`config.mk`:
```
export PLATFORM = sky130hd
export DESIGN_NAME = anc_fir_sequencer
export DESIGN_NICKNAME = d
export VERILOG_FILES = /design/src/rtl/anc_pkg.sv /design/src/rtl/sat_neg_shift.sv /design/src/rtl/anc_fir_sequencer.sv
export SDC_FILE = /design/constraint.sdc
export NUM_CORES = 1
export LEC_CHECK = 0
export ABC_AREA = 1
export CAP_MARGIN = 20
export CORE_ASPECT_RATIO = 2
export CORE_UTILIZATION = 51
export DETAILED_ROUTE_END_ITERATION = 10
export GPL_ROUTABILITY_DRIVEN = 0
export PLACE_DENSITY_LB_ADDON = 0.3
export SYNTH_ARGS = -nofsm -noshare
export SYNTH_HDL_FRONTEND = slang
export SYNTH_SLANG_ARGS = --single-unit
```
`constraint.sdc`:
```
create_clock -name clk -period 3 [get_ports clk]
set_input_delay 0.6 -clock clk [delete_from_list [all_inputs] [get_ports clk]]
set_output_delay 0.6 -clock clk [all_outputs]
set_load 0.01 [all_outputs]
```
`src/rtl/anc_pkg.sv`:
```
// Shared types and constants for the ANC FIR sequencer.
package anc_pkg;

  localparam int QW          = 16;
  localparam int TIMEOUT_DEF = 320;

  typedef enum logic [1:0] {
    ST_IDLE   = 2'd0,
    ST_LAUNCH = 2'd1,
    ST_WAIT   = 2'd2,
    ST_FROZEN = 2'd3
  } state_t;

  typedef struct packed {
    logic [QW-1:0] x;
    logic [QW-1:0] a;
    logic [QW-1:0] err;
  } sample_t;

endpackage

```
`src/rtl/sat_neg_shift.sv`:
```
// LMS step scaling: dout = sat16(-(din >>> shift)), purely combinational.
// The negation is one bit wider so that -(-32768) clamps to +32767.
module sat_neg_shift
  import anc_pkg::*;
(
  input  logic signed [QW-1:0] din,
  input  logic        [3:0]    shift,
  output logic signed [QW-1:0] dout
);

  logic signed [QW-1:0] shifted;
  logic signed [QW:0]   neg;

  always_comb begin
    shifted = din >>> shift;
    neg     = -{shifted[QW-1], shifted};
    if (neg[QW] != neg[QW-1]) begin
      dout = neg[QW] ? {1'b1, {(QW-1){1'b0}}} : {1'b0, {(QW-1){1'b1}}};
    end else begin
      dout = neg[QW-1:0];
    end
  end

endmodule

```
`src/rtl/anc_fir_sequencer.sv`:
```
// Launches one FIR run per buffered sample, watches for completion with a watchdog,
// and parks the FIR in scan freeze only between runs.
module anc_fir_sequencer
  import anc_pkg::*;
#(
  parameter int TIMEOUT = TIMEOUT_DEF,
  parameter int TW      = 9
) (
  input  logic                 clk,
  input  logic                 rst_n,
  input  logic                 enable,
  input  logic                 sample_valid,
  input  logic signed [QW-1:0] x_sample,
  input  logic signed [QW-1:0] a_sample,
  input  logic signed [QW-1:0] err_sample,
  input  logic        [3:0]    mu_shift,
  input  logic                 freeze_req,
  input  logic                 clr_err,
  output logic                 fir_go,
  output logic signed [QW-1:0] x_in,
  output logic signed [QW-1:0] a_in,
  output logic signed [QW-1:0] weight_adjust,
  input  logic                 fir_done,
  input  logic                 fir_out_valid,
  input  logic signed [QW-1:0] fir_out_sample,
  output logic                 scan_freeze,
  output logic signed [QW-1:0] y_out,
  output logic                 y_valid,
  output logic                 busy,
  output logic                 overrun,
  output logic                 timeout_err,
  output logic        [15:0]   sample_cnt
);

  localparam logic [TW-1:0] WD_LAST = TW'(TIMEOUT - 1);

  state_t              state, state_next;
  sample_t             pend;
  logic                pend_full;
  logic [TW-1:0]       wdog;
  logic                wd_expired;
  logic                consume;
  logic                run_done;
  logic                run_abort;
  logic                sample_drop;
  logic signed [QW-1:0] w_next;

  assign wd_expired  = (wdog == WD_LAST);
  // A sample is only lost when the slot is full and not being emptied this cycle.
  assign sample_drop = sample_valid && pend_full && !consume;

  sat_neg_shift u_sat_neg_shift (
    .din   (pend.err),
    .shift (mu_shift),
    .dout  (w_next)
  );

  always_ff @(posedge clk or negedge rst_n) begin
    if (!rst_n) begin
      state <= ST_IDLE;
    end else begin
      state <= state_next;
    end
  end

  always_comb begin
    state_next = state;
    case (state)
      ST_IDLE: begin
        if (freeze_req) begin
          state_next = ST_FROZEN;
        end else if (enable && pend_full) begin
          state_next = ST_LAUNCH;
        end
      end
      ST_LAUNCH: state_next = ST_WAIT;
      ST_WAIT: begin
        if (fir_done || wd_expired) begin
          state_next = ST_IDLE;
        end
      end
      ST_FROZEN: begin
        if (!freeze_req) begin
          state_next = ST_IDLE;
        end
      end
      default: state_next = ST_IDLE;
    endcase
  end

  always_comb begin
    fir_go    = 1'b0;
    busy      = 1'b1;
    consume   = 1'b0;
    run_done  = 1'b0;
    run_abort = 1'b0;
    case (state)
      ST_IDLE: begin
        busy    = 1'b0;
        consume = !freeze_req && enable && pend_full;
      end
      ST_LAUNCH: fir_go = 1'b1;
      ST_WAIT: begin
        run_done  = fir_done;
        run_abort = !fir_done && wd_expired;
      end
      default: ;
    endcase
  end

  always_ff @(posedge clk or negedge rst_n) begin
    if (!rst_n) begin
      pend      <= '0;
      pend_full <= 1'b0;
    end else if (sample_valid && !sample_drop) begin
      pend      <= {x_sample, a_sample, err_sample};
      pend_full <= 1'b1;
    end else if (consume) begin
      pend_full <= 1'b0;
    end
  end

  // Operands are only written on consume, so they hold through LAUNCH and WAIT.
  always_ff @(posedge clk or negedge rst_n) begin
    if (!rst_n) begin
      x_in          <= '0;
      a_in          <= '0;
      weight_adjust <= '0;
    end else if (consume) begin
      x_in          <= pend.x;
      a_in          <= pend.a;
      weight_adjust <= w_next;
    end
  end

  always_ff @(posedge clk or negedge rst_n) begin
    if (!rst_n) begin
      wdog <= '0;
    end else if (state == ST_LAUNCH) begin
      wdog <= '0;
    end else if (state == ST_WAIT && !fir_done) begin
      wdog <= wdog + TW'(1);
    end
  end

  always_ff @(posedge clk or negedge rst_n) begin
    if (!rst_n) begin
      y_out      <= '0;
      y_valid    <= 1'b0;
      sample_cnt <= '0;
    end else begin
      y_valid <= run_done && fir_out_valid;
      if (run_done && fir_out_valid) begin
        y_out <= fir_out_sample;
      end
      if (run_done) begin
        sample_cnt <= sample_cnt + 16'd1;
      end
    end
  end

  // Gating with freeze_req lets the release take effect on the same edge as the exit to IDLE.
  always_ff @(posedge clk or negedge rst_n) begin
    if (!rst_n) begin
      scan_freeze <= 1'b0;
    end else begin
      scan_freeze <= (state == ST_FROZEN) && freeze_req;
    end
  end

  always_ff @(posedge clk or negedge rst_n) begin
    if (!rst_n) begin
      overrun     <= 1'b0;
      timeout_err <= 1'b0;
    end else begin
      if (sample_drop) begin
        overrun <= 1'b1;
      end else if (clr_err) begin
        overrun <= 1'b0;
      end
      if (run_abort) begin
        timeout_err <= 1'b1;
      end else if (clr_err) begin
        timeout_err <= 1'b0;
      end
    end
  end

endmodule

```
==> run_results.csv, run 1 <==
group,metric,value,unit
floorplan,start_util,51.9,%
floorplan,core,0.0139,mm2
sta,slew_headroom,62.3,%
grt,antenna_found_initial,0,
clock_network,post_cts_buffers,0,
sta,finalHoldViolations,0,
sta,rsz0062_at_grt,"no",
placed_design,dpl_cell_area,0.00933,mm2
run_status,outcome,"complete, no violations",
power_and_ir_drop,ir_drop,0.622,mV
grt,first_global_vias,6488,
yosys,syn_area,0.00721,mm2
yosys,synth_edf_count,0,
setup_path,path_delay_family,"simple AND/OR/NAND/NOR gates",
sta,fin_skew,0.0108,ns
yosys,synth_area_per_cell,8.46,um2
grt,grt_max_degree,83,
setup_path,r2r_cells,17,
clock_network,clk_pin_slew,0.07,ns
setup_path,critPathSlowestCell,"clkdlybuf4s50_1",
placed_design,port_buffers,161,
yosys,synth_cell_type_count,40,
cells_and_area,num_antenna_cells,0,
drt,vias_per_cell,5.01,
yosys,ys_async_sr_fraction,100,%
sta,setup_tns,0,ns
cells_and_area,layout_commonest_cell,"nand2_1",
setup_path,worst-path-stages,18,
setup_path,crit_path_max_incr_delay,0.59,ns
setup_path,crit_type,"in -> reg",
grt,grt_overflow,0,
grt,track_usage,25.9,%
job,maxCapViolCount,0,
floorplan,rows,61,
sta,fmax,367,MHz
clock_network,htreeDepth,4,
yosys,synth_fp_nets,932,
clock_network,clock-sinks,144,
clock_network,cts-hold-fix-buffers,0,
cells_and_area,areaGrowthSynthToFinish,37.7,%
setup_path,r2r_setup_slack,0.68,ns
floorplan,die_x,86.1,um
sta,min_period,2.72,ns
setup_path,endpoint_kind,"flip-flop",
clock_network,clk_path_buf_depth,2,
power_and_ir_drop,p_leak,4.91,nW
drt,totalWireLength,17.5,mm
setup_path,crit_buf_inv,3,
drt,first_pass_iters,5,
setup_path,required,3.29,ns
setup_path,worst_r2r_endpoint,"weight_adjust[14]$_DFFE_PN0P_",
yosys,ys_ff_latch,144,
clock_network,post_cts_resized,0,
drt,wl_per_cell,14.0,um
drt,drc_errors,0,
yosys,ys_warn_count,0,
setup_path,cpMostUsedCell,"nand2_1",
clock_network,cts_root_buffer,"clkbuf_16",
cells_and_area,layout-drive-gt1-share,14.8,%
cells_and_area,nNetsFinal,1128,
sta,setup_violations,0,
drt,dr_total_vias,6265,
floorplan,ios,162,
setup_path,worstPathArrival,3.02,ns
sta,slew_violations,0,
floorplan,die_h,170,um
clock_network,cts_tree,"done",
clock_network,clk_latency,0.41,ns
clock_network,cts_buffers,17,
yosys,synth-main-ff-cell,"dfrtp_1",
cells_and_area,fin_area,0.00994,mm2
yosys,synthCells,853,
sta,tightest_slew,0.565,ns
min_path,hp-class,"in -> async",
drt,ant_nets,0,
sta,period_share,90.8,%
setup_path,crit_path_cell_trace,"clkdlybuf4s50_1 -> inv_4 -> nand2_1 -> nand3_1 -> nand2_1 -> nand2_1 -> nand2_1 -> nand2_1 -> nand2_1 -> ha_1 -> nand3_2 -> nor2_4 -> nand2_2 -> nand2_4 -> nand3_4 -> nand2_4 -> buf_4 -> a21oi_4",
cells_and_area,layout_common_cells,"218 x nand2_1, 160 x clkdlybuf4s50_1, 144 x dfrtp_1",
setup_path,rr_startpoint,"pend[15]$_DFFE_PN0P_",
setup_path,cp_max_fo,16,
placed_design,hpwl,13.2,mm
drt,drt_iter0_markers,203,
setup_path,endpoint,"weight_adjust[14]$_DFFE_PN0P_",
grt,grt_first_pass_wirelength,29.6,mm
floorplan,die_area,0.0147,mm2
setup_path,crit_start,"mu_shift[0]",
setup_path,critPathLaunchType,"primary input",
power_and_ir_drop,powerDensity,904,mW/mm2
yosys,ys_seq_area_share,49.9,%
[worst register-to-register path: cells and delay by family, from the launching register on]
family	cells	cell delay [ns]
and+or+nand+nor	13	1.22
AOI/OAI and AO/OA	1	0.05
buffers and inverters	3	0.45
DFF	1	0.48
[per-stage QoR]
step / instances / utilization [%] / power (W) / setup WS, ns / hold slack (ns)
after floorplan: 853 / - / 0.00509 / 0.378 / 0.304
after global placement: 1219 / 67.2 / 0.00672 / -0.0709 / 0.460
after detailed placement: 1219 / 67.2 / 0.00683 / -0.128 / 0.468
after CTS: 1250 / 71.5 / 0.00905 / 0.296 / 0.170
after global routing: 1250 / 71.5 / 0.00957 / 0.0916 / 0.186
final: 1250 / 71.5 / 0.00899 / 0.277 / 0.139
[flip-flops by register name (all words and copies together), names as in the netlist]
name           cells
x_in              16
y_valid            1
wdog               9
y_out             16
weight_adjust     16
scan_freeze        1
a_in              16
overrun            1
timeout_err        1
pend_full          1
pend              48
state              2
sample_cnt        16
[cell type report]
type / instances / area [um2]
clock inverters: 13 / 175
flip-flops and latches: 144 / 3600
inverters: 94 / 355
well taps: 189 / 236
repair buffers: 211 / 2080
multi-input cells: 581 / 3060
clock buffers: 18 / 429
fillers: 1068 / 3950
[worst min path at each step]
stage	from	cells past startpoint	slack [ns]	to
after CTS	rst_n	1	0.17	a_in[4]$_DFFE_PN0P_
after global routing	rst_n	1	0.19	a_in[4]$_DFFE_PN0P_
final	rst_n	1	0.14	a_in[4]$_DFFE_PN0P_
after global placement	sample_cnt[15]$_DFFE_PN0P_	1	0.46	sample_cnt[15]$_DFFE_PN0P_
after detailed placement	y_out[10]$_DFFE_PN0P_	2	0.47	y_out[10]$_DFFE_PN0P_
after floorplan	rst_n	0	0.30	a_in[0]$_DFFE_PN0P_
[per-layer routing]
layer | track usage (%) | vias to the layer above | wire length, um
met5 | 0 | - | 0
met4 | 14.9 | 0 | 866
met3 | 6.21 | 57 | 757
met2 | 48.8 | 184 | 9790
met1 | 24.8 | 2918 | 6130
li1 | - | 3106 | -
[kinds of logic (layout without fill, tap and decap cells)]
group           count (synthesis)  after routing  synth area share, %
mux                            14             14                 2.19
fa+ha+maj                       3              3                0.520
xor+xnor                       21             21                 2.55
flops                         144            144                 49.9
simple gates                  441            441                 28.3
compound gates                102            102                 8.90
buf+inv                       128            336                 7.65
[synthesized netlist by cell type, drive strengths merged, types with 6 or more instances]
library cell | n | area [um2]
nand4 | 7 | 43.8
nand2 | 242 | 986
clkbuf | 22 | 85.1
o21ai | 42 | 210
mux2 | 14 | 158
xor2 | 15 | 131
nor2 | 81 | 378
buf | 12 | 111
xnor2 | 6 | 52.6
inv | 92 | 348
nand3 | 102 | 573
a21oi | 51 | 368
nor3 | 8 | 51.3
dfrtp | 144 | 3600
[where the power goes]
part | leakage (nW) | internal [W] | switching (W)
registers | 1.72 | 0.00275 | 0.000464
clock network | 0.299 | 0.00133 | 0.000854
logic | 2.89 | 0.00177 | 0.00183
Note: power is estimated with default switching activity, not from simulation.
==> run 2, diff against run 1 <==
--- a/config.mk
+++ b/config.mk
@@ -7,8 +7,10 @@
 export LEC_CHECK = 0
 export ABC_AREA = 1
 export CAP_MARGIN = 20
+export CELL_PAD_IN_SITES_DETAIL_PLACEMENT = 0
+export CELL_PAD_IN_SITES_GLOBAL_PLACEMENT = 1
 export CORE_ASPECT_RATIO = 2
-export CORE_UTILIZATION = 51
+export CORE_UTILIZATION = 38
 export DETAILED_ROUTE_END_ITERATION = 10
 export GPL_ROUTABILITY_DRIVEN = 0
 export PLACE_DENSITY_LB_ADDON = 0.3
==> run_results.csv, run 2 (same netlist as run 1, synthesis figures left out) <==
group,metric,value,unit
run_status,outcome,"complete, no violations",
clock_network,clock-sinks,144,
drt,ant_nets,0,
drt,drc_errors,0,
power_and_ir_drop,pwr-share-seq,36.7,%
setup_path,critPathLaunchType,"primary input",
grt,track_usage,21.4,%
clock_network,post_cts_buffers,0,
drt,vias_per_cell,4.82,
setup_path,crit_start,"mu_shift[0]",
grt,first_global_vias,6418,
floorplan,start_util,38.7,%
clock_network,cts-hold-fix-buffers,0,
drt,first_pass_iters,4,
cells_and_area,stdcell_count,1298,
placed_design,pre_cts_ws,-0.109,ns
sta,setup_violations,0,
grt,grt_first_pass_wirelength,31.8,mm
drt,totalWireLength,19.5,mm
sta,setup_tns,0,ns
placed_design,hpwl,14.8,mm
floorplan,core,0.0187,mm2
power_and_ir_drop,p_clk_share,21.7,%
power_and_ir_drop,p_leak,4.96,nW
floorplan,die_x,99.4,um
cells_and_area,largest_reg_flops,48,
placed_design,dpl_cell_area,0.00952,mm2
sta,worst_slack,0.327,ns
min_path,hp-class,"in -> async",
power_and_ir_drop,p_int,0.00567,W
setup_path,endpoint,"weight_adjust[1]$_DFFE_PN0P_",
cells_and_area,regMostFlops,"pend",
clock_network,clk_pin_slew,0.06,ns
clock_network,clk_path_buf_depth,2,
drt,wl_per_cell,15.0,um
clock_network,cts_tree,"done",
sta,period_share,89.1,%
setup_path,worstPathArrival,2.98,ns
power_and_ir_drop,pwr-share-comb,41.7,%
sta,finalHoldViolations,0,
drt,drt_iter0_markers,164,
setup_path,r2r_cells,14,
setup_path,rr_startpoint,"pend[15]$_DFFE_PN0P_",
setup_path,r2r_setup_slack,0.67,ns
setup_path,worst_r2r_endpoint,"weight_adjust[1]$_DFFE_PN0P_",
placed_design,port_buffers,161,
cells_and_area,layout-drive-gt1-share,16.0,%
cells_and_area,fillers,1803,
sta,slew_headroom,59.6,%
setup_path,required,3.30,ns
clock_network,cts_root_buffer,"clkbuf_16",
cells_and_area,layout_commonest_cell,"nand2_1",
sta,rsz0062_at_grt,"no",
sta,slew_violations,0,
job,maxCapViolCount,0,
cells_and_area,nNetsFinal,1144,
floorplan,die_area,0.0196,mm2
grt,grt_max_degree,66,
cells_and_area,fin_area,0.0101,mm2
cells_and_area,postLayoutCoreUtil,53.9,%
floorplan,ios,162,
sta,tightest_slew,0.607,ns
power_and_ir_drop,ir_drop,0.520,mV
clock_network,cts_buffers,17,
setup_path,crit_type,"in -> reg",
clock_network,post_cts_resized,0,
power_and_ir_drop,net-switching-power,0.00321,W
floorplan,rows,71,
clock_network,htreeDepth,4,
floorplan,die_h,197,um
placed_design,numPlacedInstances,1265,
cells_and_area,layout_common_cells,"218 x nand2_1, 160 x clkdlybuf4s50_1, 144 x dfrtp_1",
grt,grt_overflow,0,
grt,antenna_found_initial,1,
cells_and_area,areaGrowthSynthToFinish,39.4,%
sta,min_period,2.67,ns
power_and_ir_drop,powerDensity,883,mW/mm2
drt,dr_total_vias,6257,
clock_network,clk_latency,0.42,ns
sta,fmax,374,MHz
sta,fin_skew,0.00835,ns
setup_path,endpoint_kind,"flip-flop",
setup_path,cp_max_fo,16,
power_and_ir_drop,p_sw_share,36.2,%
run 2: cell count changes in the layout (fill, tap and decap cells not counted):
| cell | change |
|---|---|
| buf_4 | +14 |
| bufinv_16 | -3 |
| clkinvlp_4 | +3 |
| buf_12 | +2 |
| clkinv_2 | +2 |
| inv_8 | -2 |
| clkbuf_1 | +1 |
| clkbuf_8 | +1 |
| diode_2 | +1 |
| inv_6 | -1 |
| nand2_2 | -1 |
| nand2_4 | +1 |
run 2: worst min-delay path by stage:
stage / start / end / slack, ns / depth (start not counted)
6_report: rst_n / weight_adjust[10]$_DFFE_PN0P_ / 0.15 / 1
5_1_grt: rst_n / weight_adjust[10]$_DFFE_PN0P_ / 0.18 / 1
4_1_cts: rst_n / weight_adjust[10]$_DFFE_PN0P_ / 0.16 / 1
3_5_place_dp: y_out[12]$_DFFE_PN0P_ / y_out[12]$_DFFE_PN0P_ / 0.47 / 2
3_3_place_gp: sample_cnt[15]$_DFFE_PN0P_ / sample_cnt[15]$_DFFE_PN0P_ / 0.46 / 1
2_1_floorplan: rst_n / a_in[0]$_DFFE_PN0P_ / 0.30 / 0
run 2: metal layers:
metal | track usage [%] | routed length (um)
met2 | 39.2 | 10600
met5 | 0 | 0
met1 | 21.3 | 7060
met4 | 14.1 | 1120
met3 | 4.61 | 768
run 2: area by class of cell:
type / count / area (um2) / area share, %
inverters: 94 / 355 / 3.53
flip-flops and latches: 144 / 3600 / 35.8
well taps: 219 / 274 / 2.72
clock inverters: 12 / 86.3 / 0.859
multi-input cells: 581 / 3070 / 30.5
clock buffers: 20 / 447 / 4.44
repair buffers: 227 / 2220 / 22.1
diodes: 1 / 2.50 / 0.0249
run 2: power by group through the flow:
stage,Combinational [W],Sequential (W),Clock (W)
2_1_floorplan,0.00173,0.00337,0
6_report,0.00370,0.00326,0.00192
3_5_place_dp,0.00375,0.00329,0
5_1_grt,0.00409,0.00336,0.00206
4_1_cts,0.00376,0.00327,0.00199
3_3_place_gp,0.00370,0.00328,0
run 2: critical path, stage by stage:
cell	delay, ns
clkdlybuf4s50_1	0.54
buf_4	0.24
nand2_1	0.10
nand3_1	0.11
nand2_1	0.06
nand2_1	0.08
nand2_1	0.06
nand2_1	0.05
nand2_1	0.08
ha_1	0.23
nand3_2	0.15
inv_2	0.06
nand2_2	0.09
nor2_4	0.04
nand2_4	0.09
nand3_4	0.07
nand2_4	0.07
buf_12	0.16
a21oi_1	0.08
run 2: metrics by stage:
stage | total power [W] | hold slack, ns
floorplan | 0.00509 | 0.304
global placement | 0.00698 | 0.462
detailed placement | 0.00703 | 0.468
CTS | 0.00902 | 0.164
global route | 0.00951 | 0.185
finish | 0.00888 | 0.153
==> run 3, diff against run 2 <==
--- a/config.mk
+++ b/config.mk
@@ -13,7 +13,7 @@
 export CORE_UTILIZATION = 38
 export DETAILED_ROUTE_END_ITERATION = 10
 export GPL_ROUTABILITY_DRIVEN = 0
-export PLACE_DENSITY_LB_ADDON = 0.3
+export PLACE_DENSITY_LB_ADDON = 0.1
 export SYNTH_ARGS = -nofsm -noshare
 export SYNTH_HDL_FRONTEND = slang
 export SYNTH_SLANG_ARGS = --single-unit
==> run_results.csv, run 3 (same netlist as run 1, synthesis figures left out) <==
group,metric,value,unit
sta,fmax,360,MHz
setup_path,crit_path_max_incr_delay,0.57,ns
cells_and_area,postLayoutCoreUtil,53.4,%
power_and_ir_drop,ir_drop,0.549,mV
power_and_ir_drop,p_leak,4.90,nW
drt,drc_errors,0,
setup_path,crit_type,"in -> reg",
clock_network,clock-sinks,144,
setup_path,crit_path_cell_trace,"clkdlybuf4s50_1 -> inv_4 -> nand2_1 -> nand3_1 -> nand2_1 -> nand2_1 -> nand2_1 -> nand2_1 -> nand2_1 -> ha_1 -> nand3_2 -> nor2_4 -> nand2_2 -> nand2_4 -> nand3_4 -> nand2_4 -> a21oi_1",
cells_and_area,regMostFlops,"pend",
clock_network,clk_latency,0.42,ns
sta,period_share,92.7,%
setup_path,endpoint_kind,"flip-flop",
floorplan,die_area,0.0196,mm2
cells_and_area,layout-drive-gt1-share,15.3,%
sta,slew_headroom,59.2,%
grt,grt_overflow,0,
grt,grt_max_degree,66,
cells_and_area,layout_common_cells,"218 x nand2_1, 160 x clkdlybuf4s50_1, 144 x dfrtp_1",
setup_path,critPathLaunchType,"primary input",
run_status,outcome,"complete, no violations",
power_and_ir_drop,powerDensity,887,mW/mm2
setup_path,required,3.28,ns
sta,setup_tns,0,ns
placed_design,dpl_cell_area,0.00939,mm2
clock_network,post_cts_resized,0,
clock_network,clk_pin_slew,0.06,ns
drt,drt_iter0_markers,180,
drt,totalWireLength,18.9,mm
grt,grt_first_pass_wirelength,30.8,mm
setup_path,worstPathArrival,3.06,ns
cells_and_area,stdcell_count,1289,
cells_and_area,areaGrowthSynthToFinish,38.1,%
grt,track_usage,20.6,%
cells_and_area,nNetsFinal,1135,
setup_path,cp_max_fo,16,
grt,antenna_found_initial,1,
sta,min_period,2.78,ns
drt,wl_per_cell,14.7,um
job,maxCapViolCount,0,
sta,tightest_slew,0.612,ns
cells_and_area,layout_commonest_cell,"nand2_1",
clock_network,cts_root_buffer,"clkbuf_16",
drt,dr_total_vias,6128,
sta,slew_violations,0,
clock_network,cts-hold-fix-buffers,0,
sta,setup_violations,0,
placed_design,hpwl,14.6,mm
grt,first_global_vias,6285,
sta,fin_skew,0.00617,ns
power_and_ir_drop,total_power,0.00884,W
drt,first_pass_iters,5,
clock_network,htreeDepth,4,
floorplan,die_x,99.4,um
drt,ant_nets,0,
sta,finalHoldViolations,0,
drt,vias_per_cell,4.75,
clock_network,post_cts_buffers,0,
clock_network,clk_path_buf_depth,2,
setup_path,crit_buf_inv,2,
clock_network,cts_buffers,17,
floorplan,core,0.0187,mm2
floorplan,start_util,38.7,%
clock_network,cts_tree,"done",
setup_path,path_delay_family,"simple AND/OR/NAND/NOR gates",
placed_design,port_buffers,161,
floorplan,ios,162,
setup_path,cpMostUsedCell,"nand2_1",
min_path,hp-class,"in -> async",
cells_and_area,fin_area,0.00996,mm2
setup_path,critPathSlowestCell,"clkdlybuf4s50_1",
cells_and_area,largest_reg_flops,48,
floorplan,rows,71,
floorplan,die_h,197,um
placed_design,numPlacedInstances,1256,
sta,rsz0062_at_grt,"no",
[run 3: power breakdown]
group / leakage [nW] / internal [W] / switching, W
Clock: 0.268 / 0.00119 / 0.000841
Combinational: 2.91 / 0.00177 / 0.00183
Sequential: 1.72 / 0.00275 / 0.000449
Total: 4.90 / 0.00572 / 0.00312
[run 3: path summary, 6_finish.rpt]
kind                                      start  cells after the start                      endpoint  slack [ns]
hold reg to reg            y_out[9]$_DFFE_PN0P_                      2          y_out[9]$_DFFE_PN0P_        0.48
setup / recovery                    mu_shift[0]                     17  weight_adjust[0]$_DFFE_PN0P_        0.22
hold / removal                            rst_n                      1          pend[12]$_DFFE_PN0P_        0.12
max in group asynchronous                 rst_n                      2           x_in[6]$_DFFE_PN0P_        2.15
setup reg to reg           pend[15]$_DFFE_PN0P_                     14  weight_adjust[0]$_DFFE_PN0P_        0.58
min in group clk           y_out[9]$_DFFE_PN0P_                      2          y_out[9]$_DFFE_PN0P_        0.48
[run 3: stage by stage]
step / setup slack, ns / hold WS, ns
4_1_cts: 0.214 / 0.133
3_5_place_dp: -0.234 / 0.464
6_report: 0.219 / 0.116
5_1_grt: 0.0220 / 0.153
2_1_floorplan: 0.378 / 0.304
3_3_place_gp: -0.167 / 0.461
[run 3: final cells by class]
type	count	area, um2
inverters	94	355
multi-input cells	581	3070
clock inverters	11	108
repair buffers	218	2090
clock buffers	21	460
diodes	1	2.50
well taps	219	274
flip-flops and latches	144	3600
fillers	1793	8690
[run 3: layer usage]
layer	part of all wire [%]	global-route usage (%)	routed length [um]	vias to the layer above
met3	4.1	4.68	770	48
li1	-	-	-	3126
met1	35	19.9	6610	2799
met4	5.2	13.1	983	0
met5	0	0	0	-
met2	56	38.5	10500	155
